$ cat config.mk
export PLATFORM = sky130hd
export DESIGN_NAME = bfly_2p_inv_pipe_flat
export DESIGN_NICKNAME = d
export VERILOG_FILES = /design/src/rtl/bfly_2p_inv_pipe_if.sv /design/src/rtl/bfly_2p_inv_pipe.sv /design/src/flat_wrapper.sv
export SDC_FILE = /design/constraint.sdc
export NUM_CORES = 2
export LEC_CHECK = 0
export ABC_AREA = 1
export CORE_AREA = 2 2 304 306
export CTS_CLUSTER_DIAMETER = 80
export DETAILED_ROUTE_END_ITERATION = 8
export DIE_AREA = 0 0 306 308
export GPL_ROUTABILITY_DRIVEN = 0
export PLACE_DENSITY = 0.59
export SETUP_SLACK_MARGIN = 0.15
export SYNTH_ARGS = -nofsm -noshare
export SYNTH_HDL_FRONTEND = slang
export SYNTH_SLANG_ARGS = --single-unit
$ cat constraint.sdc
create_clock -name clk -period 7.1 [get_ports clk]
set_input_delay 0.71 -clock clk [delete_from_list [all_inputs] [get_ports clk]]
set_output_delay 0.71 -clock clk [all_outputs]
set_load 0.01 [all_outputs]
$ cat src/rtl/bfly_2p_inv_pipe_if.sv
// Handshake and data bundle for the inverse 2-point butterfly.
// The master side supplies X/Y/Wi and consumes the recovered a/b results.
interface bfly_2p_inv_pipe_if #(
    parameter int DATA_WIDTH = 16
);
    logic                           in_valid;
    logic                           in_ready;
    logic signed [2*DATA_WIDTH-1:0] x_in;
    logic signed [2*DATA_WIDTH-1:0] y_in;
    logic signed [DATA_WIDTH-1:0]   w_in;
    logic                           out_valid;
    logic                           out_ready;
    logic signed [2*DATA_WIDTH-1:0] a_out;
    logic signed [2*DATA_WIDTH-1:0] b_out;

    modport master (
        output in_valid, x_in, y_in, w_in, out_ready,
        input  in_ready, out_valid, a_out, b_out
    );

    modport slave (
        input  in_valid, x_in, y_in, w_in, out_ready,
        output in_ready, out_valid, a_out, b_out
    );
endinterface

$ cat src/rtl/bfly_2p_inv_pipe.sv
// Three-stage inverse 2-point butterfly: a = (X+Y)>>>1, b = round(((X-Y)>>>1) * Wi).
// Define BFLY_INV_SAT_EN to clamp b_out on overflow; otherwise b_out wraps.
module bfly_2p_inv_pipe #(
    parameter int DATA_WIDTH = 16,
    parameter int TW_FRAC    = DATA_WIDTH - 1
) (
    input  logic              clk,
    input  logic              rst,
    bfly_2p_inv_pipe_if.slave bus
);
    localparam int W2 = 2 * DATA_WIDTH;
    localparam int W3 = 3 * DATA_WIDTH;
    localparam logic signed [W3:0] RND = {{W3{1'b0}}, 1'b1} << (TW_FRAC - 1);

    logic                         en;
    logic                         v1;
    logic                         v2;
    logic signed [W2:0]           xe;
    logic signed [W2:0]           ye;
    logic signed [W2:0]           s1;
    logic signed [W2:0]           d1;
    logic signed [DATA_WIDTH-1:0] w1;
    logic signed [W2-1:0]         a2;
    logic signed [W3-1:0]         dh;
    logic signed [W3-1:0]         wx;
    logic signed [W3-1:0]         p2;
    logic signed [W3:0]           pr;
    logic signed [W2-1:0]         bq;

    // A single enable stalls every stage together, so bubbles never collapse.
    assign en           = !bus.out_valid || bus.out_ready;
    assign bus.in_ready = en;

    assign xe = {bus.x_in[W2-1], bus.x_in};
    assign ye = {bus.y_in[W2-1], bus.y_in};
    assign dh = W3'(d1 >>> 1);
    assign wx = W3'(w1);
    assign pr = {p2[W3-1], p2} + RND;

`ifdef BFLY_INV_SAT_EN
    localparam int RW = W3 + 1 - TW_FRAC;

    logic signed [RW-1:0] r;
    logic                 ovf_pos;
    logic                 ovf_neg;

    // Overflow shows up as the bits above the result's sign bit disagreeing with it.
    assign r       = RW'(pr >>> TW_FRAC);
    assign ovf_pos = !r[RW-1] && (|r[RW-2:W2-1]);
    assign ovf_neg = r[RW-1] && !(&r[RW-2:W2-1]);

    always_comb begin
        bq = r[W2-1:0];
        if (ovf_pos)
            bq = {1'b0, {(W2-1){1'b1}}};
        else if (ovf_neg)
            bq = {1'b1, {(W2-1){1'b0}}};
    end
`else
    assign bq = W2'(pr >>> TW_FRAC);
`endif

    always_ff @(posedge clk) begin
        if (rst) begin
            v1            <= 1'b0;
            v2            <= 1'b0;
            s1            <= '0;
            d1            <= '0;
            w1            <= '0;
            a2            <= '0;
            p2            <= '0;
            bus.a_out     <= '0;
            bus.b_out     <= '0;
            bus.out_valid <= 1'b0;
        end else if (en) begin
            s1            <= xe + ye;
            d1            <= xe - ye;
            w1            <= bus.w_in;
            v1            <= bus.in_valid;
            a2            <= W2'(s1 >>> 1);
            p2            <= dh * wx;
            v2            <= v1;
            bus.a_out     <= a2;
            bus.b_out     <= bq;
            bus.out_valid <= v2;
        end
    end
endmodule

$ cat src/flat_wrapper.sv
// flat-port wrapper written by rule: the top's interface ports become plain ports
module bfly_2p_inv_pipe_flat 
#(
    parameter int DATA_WIDTH = 16,
    parameter int TW_FRAC    = DATA_WIDTH - 1
)
  (clk, rst, bus_in_valid, bus_x_in, bus_y_in, bus_w_in, bus_out_ready, bus_in_ready, bus_out_valid, bus_a_out, bus_b_out);
  bfly_2p_inv_pipe_if #(.DATA_WIDTH(DATA_WIDTH)) bus_i ();
  input  logic clk;
  input  logic rst;
  input wire logic [$bits(bus_i.in_valid)-1:0] bus_in_valid;
  input wire logic [$bits(bus_i.x_in)-1:0] bus_x_in;
  input wire logic [$bits(bus_i.y_in)-1:0] bus_y_in;
  input wire logic [$bits(bus_i.w_in)-1:0] bus_w_in;
  input wire logic [$bits(bus_i.out_ready)-1:0] bus_out_ready;
  output wire logic [$bits(bus_i.in_ready)-1:0] bus_in_ready;
  output wire logic [$bits(bus_i.out_valid)-1:0] bus_out_valid;
  output wire logic [$bits(bus_i.a_out)-1:0] bus_a_out;
  output wire logic [$bits(bus_i.b_out)-1:0] bus_b_out;
  assign bus_i.in_valid = bus_in_valid;
  assign bus_i.x_in = bus_x_in;
  assign bus_i.y_in = bus_y_in;
  assign bus_i.w_in = bus_w_in;
  assign bus_i.out_ready = bus_out_ready;
  assign bus_in_ready = bus_i.in_ready;
  assign bus_out_valid = bus_i.out_valid;
  assign bus_a_out = bus_i.a_out;
  assign bus_b_out = bus_i.b_out;
  bfly_2p_inv_pipe #(.DATA_WIDTH(DATA_WIDTH), .TW_FRAC(TW_FRAC)) u_core (.clk(clk), .rst(rst), .bus(bus_i));
endmodule
# --- After elaboration in Yosys (flattened, before gate mapping) ---
# Cells that the tools add are included.
classes:
  add_sub_neg: 3
  multipliers: 1
  reduce_logical: 2
op_table:
  columns: ["cell", "n"]
  rows:
  - ["adder 47 x 16 -> 47 bit, second input constant", 1]
  - ["multiplier 32 x 16 -> 47 bit", 1]
  - ["adder 32 x 32 -> 33 bit", 1]
  - ["subtractor 32 x 32 -> 33 bit", 1]
  - ["logical NOT 1 bit", 1]
  - ["logical OR 1 bit", 1]
word_totals:
  register_bits: 228
  input_bits: 84
  word_cells: 16

# --- Longest topological paths before layout ---
depth:
  word_depth: 2
  ltp_mapped: 31
  mapped_depth_nobuf: 29

# --- Least setup slack after synthesis ---
# OpenSTA, ideal clock, no wires.
synth_timing:
  path_type: "reg2reg"
  startpoint: "register u_core.d1[32]"
  endpoint: "register u_core.p2[41]"
  setup_ns: 0.109
  t_arrival_ns: 5.583
  required_time_ns: 6.991
  slack_ns: 1.408
  path_stages_with_launch: 23
  path_buffers: 2
  cell_sequence: "dfxtp_1 > clkbuf_1 > clkbuf_1 > nand2_1 > inv_1 > fa_1 > fa_1 > inv_1 > fa_1 > fa_1 > fa_1 > fa_1 > inv_1 > ha_1 > a21oi_1 > o21ai_0 > a21oi_1 > a21boi_0 > nand3_1 > nand2_1 > nand3_1 > nand2_1 > inv_1"
synth_between:
  elab_chain_len: 1
synth_lines:
  columns: ["element", "line", "text"]
  rows:
  - ["start, declared", "bfly_2p_inv_pipe.sv:21", "logic signed [W2:0] d1;"]
  - ["start signal, assigned", "bfly_2p_inv_pipe.sv:77", "d1 <= xe - ye;"]
  - ["multiplier 32 x 16 -> 47 bit", "bfly_2p_inv_pipe.sv:81", "p2 <= dh * wx;"]
  - ["end signal, assigned", "bfly_2p_inv_pipe.sv:81", null]
  - ["end, declared", "bfly_2p_inv_pipe.sv:26", "logic signed [W3-1:0] p2;"]
# Every way passes these cells.
# A chain may end at the register's enable or synchronous reset.

# --- Worst setup path after layout ---
layout_timing:
  startpoint: "register u_core.w1[3]"
  endpoint: "register u_core.p2[19]"
layout_between:
  elab_chain_len: 1
layout_lines:
  columns: ["element", "line", "text"]
  rows:
  - ["start, declared", "bfly_2p_inv_pipe.sv:22", "logic signed [DATA_WIDTH-1:0] w1;"]
  - ["start signal, assigned", "bfly_2p_inv_pipe.sv:78", "w1 <= bus.w_in;"]
  - ["multiplier 32 x 16 -> 47 bit", "bfly_2p_inv_pipe.sv:81", null]
# Every way passes these cells.

==> results <==
- The run finished with clean final reports.
- The TritonCTS clock tree is yes.
- The layout-stage area growth over the synthesis result is 11.6%.
- After global routing the overflow that remains totals 0.
- By count the netlist is led by inv_1 (1159), nand2_1 (939), fa_1 (481).
- The chip width is 306 um.
- After synthesis, the largest family of logic cells by area is adder cells.
- After synthesis, the cell types taking the most area are fa_1 (31%), inv_1 (14%), dfxtp_1 (13%), nand2_1 (11%), ha_1 (6.8%).
- In the final routed layout, each cell accounts on average for 16.3 um.
- Entering global routing, the biggest net connects 137 pins.
- The number of antenna repair diodes is 0.
- The share of the cycle needed by the critical path after routing is 92.4%.
- The data required time of the worst path is 7.59 ns.
- Summed over its instances, the top area cell type makes up 30.5% of the synthesized netlist area.
- Yosys instantiated no cell more often than inv_1.
- For the worst setup path, the data arrival time is 7.05 ns.
- The count of buffers added on input and output ports is 149.
- Subtracting the final worst setup slack from the clock period gives 6.56 ns.
- The average instance in the mapped netlist occupies 7.02 um2.
- The instance count after placement with tap cells included is 5691.
- Summed over all nets, the switching power comes to 5.20 mW.
- The worst-margin pin slew is 0.957 ns.
- Summing internal, switching and leakage power gives 9.89 mW.
- The area of the die is 0.0942 mm2.
- For this block, the initial DRC count from the detailed router was 1722.
- Setup repair after global routing left no endpoint under its margin.
- The simple-gate area share of the yosys netlist is 21.0%.
- The die span in y is 308 um.
- IR analysis of the VDD net gives a maximum drop of 0.000186 V.
- The number of pins exceeding their max-slew limit in the final report is 0.
- For this design the static power due to leakage is 19.4 nW.
- The master cell of the clock root buffer is clkbuf_16.
- The row count is 111.
- The critical hold path startpoint is u_core.v2$_SDFFE_PP0P_.
- For this block, the via count after detailed routing is 27500.
- In the global route stage, overall resource usage came out at 20.2%.
- The fraction of layout instances using a drive strength above 1 is 4.28%.
- For this design, the CTS-stage hold fixing added 0 buffers.
- The total setup buffers inserted after CTS is 0.
- The number of distinct library cell variants in the gate-level netlist after synthesis is 58.
- The number of H-tree levels is 1.
- The source-to-sink clock delay at the later pin of the worst-skew pair is 0.60 ns.
- The timing-limited maximum frequency is 152 MHz.
- Along the worst path, the maximum fanout reaches 21.
- Sequential cells account for 16.8% of the total power.
- The count of fill cells added during filler insertion is 9585.
- The sink count of the clock tree is 212.
- The number of standard cells in the layout, taps in and fillers out is 5741.
- The clock buffer count from CTS is 27.
- The number of optimization iterations in the first detailed-route pass is 6.
- The synthesized design contains 0 enable-type register cells.
- The switching power share of the total is 52.6%.
- At the end of the flow, the number of nets in the layout was 5271.
- STA classifies the critical path endpoint as a register.
- The total negative setup slack is 0 ns.
- In this run the cell area of the synthesized design comes to 0.0316 mm2.
- The relative contribution of combinational cells to total power is 68.0%.
- The min-delay analysis places its worst path in the category register to register.
- The via count of the first global-routing pass is 28400.
- The detail route stage leaves a number of antenna-violating nets equal to 0.
- The fraction of the mapped netlist area in compound gates is 10.3%.
- In this run, the clock network consumes 15.2% of the power.
- Once the clock tree was built, the resizer swapped 0 gates to a different size.
- The number of hold violations in the final report is 0.
- After detailed routing, the number of remaining DRC violations is 0.
- The share of async-settable or async-resettable flops after synthesis is 0%.
- Cell internal power was estimated by the tool at 4.68 mW.
- Setup violations remaining at the end of the flow were counted as 0.
- The number of antenna violations at the first check in global routing is 0.
- The core region area is 0.0910 mm2.
- The path type of the worst setup path is register to register.
- The clock slew seen by the registers of the worst setup and hold paths is 0.06 ns.
- Counting flops and latches in the post-synthesis netlist gives 212.
- For this design the ratio of total power to cell area is 281 mW/mm2.
- The xor-xnor portion of the synthesized cell area is 1.28%.
- The sum of net half-perimeters after detailed placement is 76.9 mm.
- In this run the critical register-to-register path is launched from u_core.w1[3]$_SDFFE_PP0P_.
- The element type at the critical path start is a register.
- The number of buffers on the longest clock path is 3.
- For this run, the register share of the synthesized area comes to 13.4%.
- The post-synthesis cell type with the largest combined area is fa_1.
- The relative slew slack is 36.1%.
- The global-route wire length before repair is 152 mm.
- For this run, the leading register cell type out of synthesis is dfxtp_1.
- The adder and majority cell fraction of the synthesized area is 37.3%.
- The clock arrives with 0.0366 ns of skew.
- For this run, the number of Yosys warnings is 0.
- The number of nets in the synthesized netlist is 5233.
- The number of instances in the synthesized netlist is 4496.
- The number of top-level pins is 150.
- The number of vias per cell after detailed routing is 4.79.
- The most critical setup path has its startpoint at u_core.w1[3]$_SDFFE_PP0P_.
- The portion of synthesized area spent on multiplexers is 0%.
- The effective utilization at floorplan is 34.7%.
- The number of violations of the max-capacitance limit is 0.
- The detailed-route wire length is 93.8 mm.
-- area by class of cell --
cell class / count / area, um2 / area share [%]
Clock buffer: 31 / 711 / 2.02
Clock inverter: 19 / 251 / 0.714
Inverter: 1184 / 4460 / 12.6
Multi-Input combinational cell: 2891 / 22100 / 62.6
Sequential cell: 212 / 4240 / 12.0
Tap cell: 1186 / 1480 / 4.21
Timing Repair Buffer: 218 / 2020 / 5.74
-- power by group through the flow --
stage / logic (mW) / registers (mW) / clock network, mW
floorplan: 4.58 / 1.56 / 0
global placement: 6.66 / 1.69 / 0
detailed placement: 6.73 / 1.68 / 0
CTS: 6.77 / 1.66 / 1.54
global route: 7.62 / 1.69 / 1.58
finish: 6.72 / 1.66 / 1.50
-- stage by stage --
step / hold WS (ns) / area, um2 / util (%) / setup slack (ns)
2_1_floorplan: 0.441 / 31600 / - / 1.41
3_3_place_gp: 0.457 / 34300 / 37.7 / 0.650
3_5_place_dp: 0.460 / 34300 / 37.7 / 0.631
4_1_cts: 0.480 / 35200 / 38.7 / 0.616
5_1_grt: 0.504 / 35200 / 38.7 / 0.289
6_report: 0.474 / 35200 / 38.7 / 0.541
-- worst max-delay path, cell delays in order (launching register included) --
cell and delay, ns:
dfxtp_1 0.72, buf_4 0.42, nand2_1 0.12, fa_1 0.51
fa_1 0.47, fa_1 0.53, fa_1 0.55, inv_1 0.05
fa_1 0.47, inv_1 0.05, fa_1 0.49, inv_1 0.05
ha_1 0.34, nand2_1 0.11, nor2_1 0.16, inv_1 0.10
nor3_1 0.39, nand2_1 0.09, nand2_1 0.19, nand2_1 0.10
nand2_1 0.12, nand2_1 0.08, nand3_1 0.08, nand3_1 0.12
nand3_1 0.12, inv_1 0.05
-- flip-flops by register name, summed over array words and instances, names as in the netlist --
name / flops
u_core.a2: 32
u_core.bus.a_out: 32
u_core.bus.b_out: 32
u_core.bus.out_valid: 1
u_core.d1: 32
u_core.p2: 33
u_core.s1: 32
u_core.v1: 1
u_core.v2: 1
u_core.w1: 16
-- cell usage in the layout, fill, tap and decap left out, drive strengths merged, types with 2 or more instances in the layout --
master and n:
ha 172, dfxtp 212, o21a 7, xor2 28, nand2 951, clkbuf 31
nor4 6, clkinv 11, clkdlybuf4s50 149, and3 4, nand3 149, fa 481
nand4 29, o211ai 32, a21o 6, a21oi 148, a21boi 6, o21ai 282
nor2 424, nor3b 4, xnor2 18, or2 19, bufinv 4, inv 1187
nand3b 5, a31oi 7, buf 69, nor3 31, a31o 2, o221ai 10
o21bai 66
-- worst paths after layout --
kind                                  endpoint  slack, ns  cells after the start
max                 u_core.p2[19]$_SDFFE_PP0P_       0.54                     25
min          u_core.bus.out_valid$_SDFFE_PP0P_       0.47                      2
max reg2reg         u_core.p2[19]$_SDFFE_PP0P_       0.54                     25
min reg2reg  u_core.bus.out_valid$_SDFFE_PP0P_       0.47                      2
-- cells by family after synthesis --
group,Yosys count
simple gates,1625
xor+xnor,46
fa+ha+maj,653
buf+inv,1393
flops,212
compound gates,567
-- layer usage --
| metal | share of wire, % | vias up | GRT usage, % | wire (um) |
|---|---|---|---|---|
| met5 | 0 | - | 0 | 0 |
| met4 | 4.1 | 0 | 7.62 | 3830 |
| met3 | 4.9 | 207 | 1.75 | 4590 |
| met2 | 49 | 780 | 36.4 | 46300 |
| met1 | 42 | 13200 | 24.9 | 39100 |
| li1 | - | 13300 | - | - |
(Power assumes the default switching activity.)
